<file path="config.mk">
export PLATFORM = sky130hd
export DESIGN_NAME = spmp_lsu_resp_queue
export DESIGN_NICKNAME = d
export VERILOG_FILES = /design/src/rtl/spmp_lsu_resp_queue_pkg.sv /design/src/rtl/spmp_resp_fifo.sv /design/src/rtl/spmp_lsu_resp_queue.sv
export SDC_FILE = /design/constraint.sdc
export NUM_CORES = 1
export LEC_CHECK = 0
export CAP_MARGIN = 20
export CORE_UTILIZATION = 33
export DETAILED_ROUTE_END_ITERATION = 16
export PLACE_DENSITY = 0.49
export SLEW_MARGIN = 0
export SYNTH_ARGS = -nofsm -noshare
export SYNTH_HDL_FRONTEND = slang
export SYNTH_HIERARCHICAL = 1
export SYNTH_SLANG_ARGS = --single-unit
export TNS_END_PERCENT = 5
</file>
<file path="constraint.sdc">
create_clock -name clk_i -period 8.35 [get_ports clk_i]
set_input_delay 0.835 -clock clk_i [delete_from_list [all_inputs] [get_ports clk_i]]
set_output_delay 0.835 -clock clk_i [all_outputs]
set_load 0.1 [all_outputs]
</file>
<file path="src/rtl/spmp_lsu_resp_queue_pkg.sv">
// Shared types for the SPMP LSU response queue.
//  - SPMP_PLEN / SPMP_XLEN : core-level physical address and XLEN widths
//  - spmp_resp_state_e     : RUN (accepting) / HALT (fault queued, dropping)
//  - spmp_lsu_resp_t       : one queued SPMP result
package spmp_lsu_resp_queue_pkg;

   localparam int SPMP_PLEN = 56;
   localparam int SPMP_XLEN = 64;

   typedef enum logic {
      RUN  = 1'b0,
      HALT = 1'b1
   } spmp_resp_state_e;

   typedef struct packed {
      logic [SPMP_PLEN-1:0] paddr;
      logic                 is_store;
      logic                 ex_valid;
      logic [SPMP_XLEN-1:0] ex_cause;
      logic [SPMP_XLEN-1:0] ex_tval;
   } spmp_lsu_resp_t;

endpackage

</file>
<file path="src/rtl/spmp_resp_fifo.sv">
// Generic in-order FIFO with a combinational head read.
//  clk_i, rst_i  : clock, synchronous active-high reset
//  clr_i         : synchronous clear (pointers and count to zero)
//  wr_en_i/data  : push (caller guarantees !full_o)
//  rd_en_i       : pop  (caller guarantees !empty_o)
//  rd_data_o     : head entry, valid whenever !empty_o
//  full_o/empty_o: occupancy flags
module spmp_resp_fifo #(
   parameter int WIDTH = 8,
   parameter int DEPTH = 4
) (
   input  logic             clk_i,
   input  logic             rst_i,
   input  logic             clr_i,
   input  logic             wr_en_i,
   input  logic [WIDTH-1:0] wr_data_i,
   input  logic             rd_en_i,
   output logic [WIDTH-1:0] rd_data_o,
   output logic             full_o,
   output logic             empty_o
);

   localparam int AW = $clog2(DEPTH);

   logic [AW-1:0]    wr_ptr_q, wr_ptr_d;
   logic [AW-1:0]    rd_ptr_q, rd_ptr_d;
   logic [AW:0]      count_q, count_d;
   logic [WIDTH-1:0] entries [DEPTH];

   // Each entry is its own register so the head can be read without a
   // clock of latency; storage is never reset since empty gates its use.
   for (genvar gi = 0; gi < DEPTH; gi++) begin : g_entry
      logic [WIDTH-1:0] entry_q;
      always_ff @(posedge clk_i) begin
         if (wr_en_i && (wr_ptr_q == AW'(gi))) begin
            entry_q <= wr_data_i;
         end
      end
      assign entries[gi] = entry_q;
   end

   assign rd_data_o = entries[rd_ptr_q];
   assign full_o    = (count_q == (AW+1)'(DEPTH));
   assign empty_o   = (count_q == '0);

   always_comb begin
      wr_ptr_d = wr_ptr_q;
      rd_ptr_d = rd_ptr_q;
      count_d  = count_q;
      if (wr_en_i) wr_ptr_d = wr_ptr_q + 1'b1;
      if (rd_en_i) rd_ptr_d = rd_ptr_q + 1'b1;
      case ({wr_en_i, rd_en_i})
         2'b10:   count_d = count_q + 1'b1;
         2'b01:   count_d = count_q - 1'b1;
         default: count_d = count_q;
      endcase
      if (clr_i) begin
         wr_ptr_d = '0;
         rd_ptr_d = '0;
         count_d  = '0;
      end
   end

   always_ff @(posedge clk_i) begin
      if (rst_i) begin
         wr_ptr_q <= '0;
         rd_ptr_q <= '0;
         count_q  <= '0;
      end else begin
         wr_ptr_q <= wr_ptr_d;
         rd_ptr_q <= rd_ptr_d;
         count_q  <= count_d;
      end
   end

endmodule

</file>
<file path="src/rtl/spmp_lsu_resp_queue.sv">
// SPMP LSU response queue: buffers checked results for the LSU and keeps
// exceptions precise by dropping everything behind a queued fault.
//  clk_i, rst_i, flush_i       : clock, sync reset, pipeline flush
//  in_valid_i, in_*            : SPMP result (no backpressure upstream)
//  in_ready_o                  : result can be taken this cycle
//  out_valid_o, out_ready_i    : head handshake towards the LSU
//  out_*                       : head payload, zero when empty
//  overflow_o                  : sticky, a valid result met !in_ready_o
//  drop_cnt_o                  : saturating count of results dropped in HALT
module spmp_lsu_resp_queue
   import spmp_lsu_resp_queue_pkg::*;
#(
   parameter int DEPTH  = 4,
   parameter int PLEN   = SPMP_PLEN,
   parameter int XLEN   = SPMP_XLEN,
   parameter int DROP_W = 8
) (
   input  logic              clk_i,
   input  logic              rst_i,
   input  logic              flush_i,
   input  logic              in_valid_i,
   input  logic [PLEN-1:0]   in_paddr_i,
   input  logic              in_is_store_i,
   input  logic              in_ex_valid_i,
   input  logic [XLEN-1:0]   in_ex_cause_i,
   input  logic [XLEN-1:0]   in_ex_tval_i,
   output logic              in_ready_o,
   output logic              out_valid_o,
   input  logic              out_ready_i,
   output logic [PLEN-1:0]   out_paddr_o,
   output logic              out_is_store_o,
   output logic              out_ex_valid_o,
   output logic [XLEN-1:0]   out_ex_cause_o,
   output logic [XLEN-1:0]   out_ex_tval_o,
   output logic              overflow_o,
   output logic [DROP_W-1:0] drop_cnt_o
);

   localparam int ENTRY_W = $bits(spmp_lsu_resp_t);

   spmp_resp_state_e    state_q, state_d;
   logic                overflow_q, overflow_d;
   logic [DROP_W-1:0]   drop_cnt_q, drop_cnt_d;

   spmp_lsu_resp_t      in_entry;
   spmp_lsu_resp_t      head_entry;
   logic [ENTRY_W-1:0]  fifo_rd_data;
   logic                fifo_full, fifo_empty;
   logic                in_ready, enq, deq;

   always_comb begin
      in_entry          = '0;
      in_entry.paddr    = in_paddr_i;
      in_entry.is_store = in_is_store_i;
      in_entry.ex_valid = in_ex_valid_i;
      in_entry.ex_cause = in_ex_cause_i;
      in_entry.ex_tval  = in_ex_tval_i;
   end

   // HALT always reports ready: results there are swallowed, not stored,
   // so they must not count as overflow.
   assign in_ready = (state_q == HALT) ? 1'b1 : !fifo_full;
   assign enq      = in_valid_i && in_ready && (state_q == RUN) && !flush_i;
   assign deq      = !fifo_empty && out_ready_i && !flush_i;

   spmp_resp_fifo #(
      .WIDTH (ENTRY_W),
      .DEPTH (DEPTH)
   ) u_fifo (
      .clk_i     (clk_i),
      .rst_i     (rst_i),
      .clr_i     (flush_i),
      .wr_en_i   (enq),
      .wr_data_i (in_entry),
      .rd_en_i   (deq),
      .rd_data_o (fifo_rd_data),
      .full_o    (fifo_full),
      .empty_o   (fifo_empty)
   );

   assign head_entry = fifo_empty ? '0 : spmp_lsu_resp_t'(fifo_rd_data);

   always_comb begin
      state_d    = state_q;
      overflow_d = overflow_q;
      drop_cnt_d = drop_cnt_q;
      if (flush_i) begin
         state_d    = RUN;
         overflow_d = 1'b0;
         drop_cnt_d = '0;
      end else begin
         case (state_q)
            RUN: begin
               if (enq && in_ex_valid_i) state_d = HALT;
            end
            HALT: begin
               if (in_valid_i && (drop_cnt_q != '1)) drop_cnt_d = drop_cnt_q + 1'b1;
               // Only the faulting entry can carry ex_valid while halted.
               if (deq && head_entry.ex_valid) state_d = RUN;
            end
            default: state_d = RUN;
         endcase
         if (in_valid_i && !in_ready) overflow_d = 1'b1;
      end
   end

   always_ff @(posedge clk_i) begin
      if (rst_i) begin
         state_q    <= RUN;
         overflow_q <= 1'b0;
         drop_cnt_q <= '0;
      end else begin
         state_q    <= state_d;
         overflow_q <= overflow_d;
         drop_cnt_q <= drop_cnt_d;
      end
   end

   assign in_ready_o     = in_ready;
   assign out_valid_o    = !fifo_empty;
   assign out_paddr_o    = head_entry.paddr;
   assign out_is_store_o = head_entry.is_store;
   assign out_ex_valid_o = head_entry.ex_valid;
   assign out_ex_cause_o = head_entry.ex_cause;
   assign out_ex_tval_o  = head_entry.ex_tval;
   assign overflow_o     = overflow_q;
   assign drop_cnt_o     = drop_cnt_q;

endmodule

</file>
# ---- Word-level counts from Yosys, hierarchy flattened
# Index checks and enable logic that the tools add are counted.
dict set report totals {
  ff_bits 761
  in_bits 191
  elab_cells 56
}
dict set report op_classes {
  n_addsub 5
  n_lt_le_gt_ge 1
  n_eq_ne 7
  n_mux 9
  bitwise_logic 2
  reduce_logical 22
}
# cell count
set op_table {}
lappend op_table {{$mux 186} 3}
lappend op_table {{$bmux 186 s2} 1}
lappend op_table {{$logic_and 1x1->1} 13}
lappend op_table {{$add 8x1->8 const B} 1}
lappend op_table {{$ne 8x8->1 const B} 1}
lappend op_table {{$eq 2x2->1 const B} 3}
lappend op_table {{$pmux 3 s2} 1}
lappend op_table {{$add 2x1->2 const B} 2}
lappend op_table {{$eq 2x1->1 const B} 2}
lappend op_table {{$logic_not 1->1} 4}
lappend op_table {{$add 3x1->3 const B} 1}
lappend op_table {{$eq 3x3->1 const B} 1}
lappend op_table {{$ge 3x3->1 const B} 1}
lappend op_table {{$logic_not 3->1} 1}
lappend op_table {{$mux 1} 3}
lappend op_table {{$not 2->3} 1}
lappend op_table {{$sub 3x1->3 const B} 1}
lappend op_table {{$logic_not 2->1} 1}
lappend op_table {{$pmux 1 s2} 1}
lappend op_table {{$reduce_and 2->1} 1}
lappend op_table {{$reduce_bool 2->1} 1}
lappend op_table {{$reduce_or 2->1} 1}
lappend op_table {{$not 1->1} 1}

# ---- Logic depth before layout (Yosys ltp)
dict set report logic_depth {
  depth_word 9
  ltp_mapped 10
  ltp_nobuf 10
}

# ---- Modules after synthesis
# The synthesis kept the hierarchy.
# mod instances cells_per_inst area_per_inst_um2 seq_area_each_um2
set modules_own_cells {}
lappend modules_own_cells {spmp_resp_fifo 1 1017 27224.9 22481.6}
lappend modules_own_cells {spmp_lsu_resp_queue 1 263 1731.7 200.2}

# ---- Worst setup path before layout
# No wires, ideal clock.
dict set report synth_path {
  path_kind {input to register}
  startpoint {input flush_i}
  endpoint {register u_fifo.g_entry[0].entry_q[0] (enable)}
  setup_time_ns 0.568
  arrival_ns 6.004
  t_required_ns 7.782
  setup_slack_ns 1.778
  stages 2
  path_cell_list {nor4b_1 -> and2_1}
}
dict set report synth_between {
  elab_chain_len 3
}
# item line
set synth_lines {}
lappend synth_lines {{from (decl)} spmp_lsu_resp_queue.sv:20} ;# input logic flush_i,
lappend synth_lines {{$logic_not 1->1} spmp_lsu_resp_queue.sv:63} ;# assign enq = in_valid_i && in_ready && (state_q == RUN) && !flush_i;
lappend synth_lines {{$logic_and 1x1->1} spmp_lsu_resp_queue.sv:63}
lappend synth_lines {{$logic_and 1x1->1} spmp_resp_fifo.sv:35} ;# if (wr_en_i && (wr_ptr_q == AW'(gi))) begin
lappend synth_lines {{to (signal assigned)} spmp_resp_fifo.sv:36} ;# entry_q <= wr_data_i;
lappend synth_lines {{to (decl)} spmp_resp_fifo.sv:33} ;# logic [WIDTH-1:0] entry_q;
# No other way between the ends.
# A chain may end at the register's enable or synchronous reset.

# ---- Final worst setup path
dict set report layout_path {
  startpoint {register u_fifo.rd_ptr_q[1]}
  endpoint {output out_paddr_o[25]}
}
dict set report layout_between {
  elab_chain_len 5
}
# item line
set layout_lines {}
lappend layout_lines {{from (decl)} spmp_resp_fifo.sv:26} ;# logic [AW-1:0] rd_ptr_q, rd_ptr_d;
lappend layout_lines {{from (signal assigned)} spmp_resp_fifo.sv:71} ;# rd_ptr_q <= rd_ptr_d;
lappend layout_lines {{$not 2->3 (not written as such)} spmp_resp_fifo.sv:42} ;# assign rd_data_o = entries[rd_ptr_q];
lappend layout_lines {{$bmux 186 s2} spmp_resp_fifo.sv:42}
lappend layout_lines {{$mux 186 (not written as such) (2 in a row)} spmp_resp_fifo.sv:42}
lappend layout_lines {{net fifo_rd_data[155]} spmp_lsu_resp_queue.sv:47} ;# logic [ENTRY_W-1:0] fifo_rd_data;
lappend layout_lines {{$mux 186} spmp_lsu_resp_queue.sv:81} ;# assign head_entry = fifo_empty ? '0 : spmp_lsu_resp_t'(fifo_rd_data);
lappend layout_lines {{to (decl)} spmp_lsu_resp_queue.sv:30} ;# output logic [PLEN-1:0] out_paddr_o,
# The timed path passes the listed nets, and every way through them passes these cells. The select of a mux whose other input is x is not followed.

==> results_dict.tcl <==
set metrics [dict create \
    status "finished clean" \
    synth_flop_cell "edfxtp_1" \
    finClkSkew_ns 0.0185 \
    max_freq_mhz 213 \
    finalSetupViolCount 0 \
    synth_top_area_share_pct 77.2 \
    netSwitchingFraction_pct 21.9 \
    ys.warnings.count 6 \
    die_area_um2 88900 \
    core_area_um2 86900 \
    syn_area_um2 29000 \
    drv_cap 0 \
    grt_pass1_wl_um 95700 \
    clk_pin_slew_ns 0.05 \
    ys_seq_area_share_pct 78.3 \
    timing.final.crit_period_ns 4.70 \
    root_buffer "clkbuf_16" \
    p_int_w 0.00658 \
    drtAntennaViolNets 0 \
    nets 1904 \
    ys_top_cells_by_area "edfxtp_1, mux4_2, nor2b_1" \
    placed_area_um2 34100 \
    ir_worst_vdd_v 0.000154 \
    antenna_found_initial 10 \
    p_leak_nw 11.2 \
    arrival_ns 3.86 \
    routed_wl_um 63900 \
    io_pins 388 \
    fin_area_um2 36900 \
    critPathCaptureType "output pin" \
    start_util_pct 33.3 \
    placed_cells 2772 \
    rsz0062_at_grt "false" \
    start_kind "flip-flop" \
    p_per_area_nw_per_um2 229 \
    ys_types 36 \
    via_per_inst 4.67 \
    finalMaxSlewViolations 0 \
    hold_depth 2 \
    drive_gt1_share_pct 18.8 \
    worstRegToRegCells 6 \
    place_congestion 0.713 \
    grt_max_degree 108 \
    relSlewSlack_pct 20.9 \
    grt_usage_pct 14.4 \
    worst_pin_slew_ns 1.18 \
    stdcell_count 2933 \
    worstSkewPairLatency_ns 0.62 \
    numPortBuffers 387 \
    die_w_um 298 \
    switching_power_w 0.00185 \
    n_fill_cell 7577 \
    layout_common_cells "edfxtp_1, clkdlybuf4s50_1, nor2b_1, mux4_2, clkbuf_16" \
    hold_buffers 0 \
    post-cts-setup-buffers 0 \
    hold_violations 0 \
    cts_buffers 86 \
    ys_ff_latch 761 \
    drc 0 \
    dr.pass1.iters 4 \
    cts.path.max_buffers 3 \
    overflow 0 \
    power_frac_seq_pct 50.6 \
    power_frac_comb_pct 6.6 \
    htreeDepth 3 \
    synthArstFlopShare_pct 0 \
    hp-class "reg2reg" \
    grt_pass1_vias 14669 \
    place_hpwl_um 36400 \
    post_cts_resized 0 \
    worstSetupPathType "reg2out" \
    final_common_cell "edfxtp_1" \
    cts.sinks 761 \
    rows 108 \
    yosysTopAreaCell "edfxtp_1" \
    tritoncts "built" \
    drtIter0Drc 751 \
    cp.required_ns 7.52 \
    setup_tns_ns 0 \
    cp_max_fo 61 \
    postSynthCellCount 1280 \
    area_delta_synth_final_pct 27.4 \
    avgSynthCellArea_um2 22.6 \
    clockPowerShare_pct 42.8 \
    final.period_utilization_pct 56.3 \
    mappedNetlistNets 1478 \
    vias 13686 \
    die_y_um 298 \
    synth_edf_count 744 \
    routedWlPerCell_um 21.8 \
]
-- kinds of logic (layout without fill, tap and decap cells) --
kind of cell	after synthesis	count (layout)	synth area share, %
adders and majority gates	7	7	0.328
DFF	761	761	78.3
and+or+nand+nor	225	225	4.74
muxes	188	188	14.5
AOI/OAI and AO/OA	15	15	0.333
buffers and inverters	76	571	1.50
xor gates and xnor gates	8	8	0.242
other	0	3	0
-- cell usage after synthesis (all sizes together), types with 4 or more instances --
library cell	n
ha	6
buf	38
a21oi	5
dfxtp	17
inv	10
nand2	6
xor2	4
nor2b	186
nor2	14
xnor2	4
mux4	186
edfxtp	744
and2	4
clkbuf	28
-- registers in the layout, summed over array words and instances (netlist names) --
register / cells
drop_cnt_o: 8
u_fifo/count_q: 3
state_q: 1
u_fifo/wr_ptr_q: 2
u_fifo/g_entry.entry_q: 744
overflow_o: 1
u_fifo/rd_ptr_q: 2
-- metal layers --
metal  global-route usage, %  wire [um]  vias up
met3                    4.28       3860       98
met1                    17.9      26100     7162
met5                       0         99        -
met4                    4.29       1390       16
li1                        -          -     6091
met2                    24.3      32500      319
-- worst max-delay path, stage by stage, from the launching register on --
cell,delay (ns)
dfxtp_4,0.58
buf_4,0.85
mux4_2,0.36
nor2b_1,0.22
clkdlybuf4s50_1,1.20
-- per-stage QoR --
stage | setup slack, ns | total power (W) | hold slack, ns | util, %
final | 3.65 | 0.00843 | 0.496 | 42.4
after global routing | 3.37 | 0.00873 | 0.530 | 42.4
after CTS | 3.33 | 0.00856 | 0.502 | 42.4
after detailed placement | 4.02 | 0.00491 | 0.492 | 39.3
after global placement | 4.01 | 0.00490 | 0.478 | 39.3
after floorplan | 1.78 | 0.00469 | 0.467 | -
-- final timing paths --
check                                  startpoint                                      end  slack, ns
setup reg to reg   u_fifo/count_q[0]$_SDFFE_PP0P_  u_fifo/g_entry[3].entry_q[92]$_DFFE_PP_       5.22
hold / removal            overflow_o$_SDFFE_PP0P_                  overflow_o$_SDFFE_PP0P_       0.50
setup / recovery  u_fifo/rd_ptr_q[1]$_SDFFE_PP0P_                          out_paddr_o[25]       3.65
hold reg to reg           overflow_o$_SDFFE_PP0P_                  overflow_o$_SDFFE_PP0P_       0.50
-- power groups by stage --
stage	sequential, W	clock [W]	combinational, W
CTS	0.00427	0.00373	0.000564
detailed placement	0.00435	0	0.000562
floorplan	0.00435	0	0.000331
global route	0.00427	0.00388	0.000584
global placement	0.00434	0	0.000557
finish	0.00427	0.00361	0.000555
-- final cells by class --
type | instances | area [um^2] | area share (%)
Sequential cell | 761 | 22700 | 61.5
Multi-Input combinational cell | 443 | 5860 | 15.9
Timing Repair Buffer | 404 | 4110 | 11.1
Clock buffer | 101 | 2230 | 6.05
Tap cell | 1155 | 1450 | 3.92
Clock inverter | 56 | 504 | 1.37
Inverter | 10 | 37.5 | 0.102
Antenna cell | 3 | 7.51 | 0.0204
Note: power is estimated with default switching activity, not from simulation.
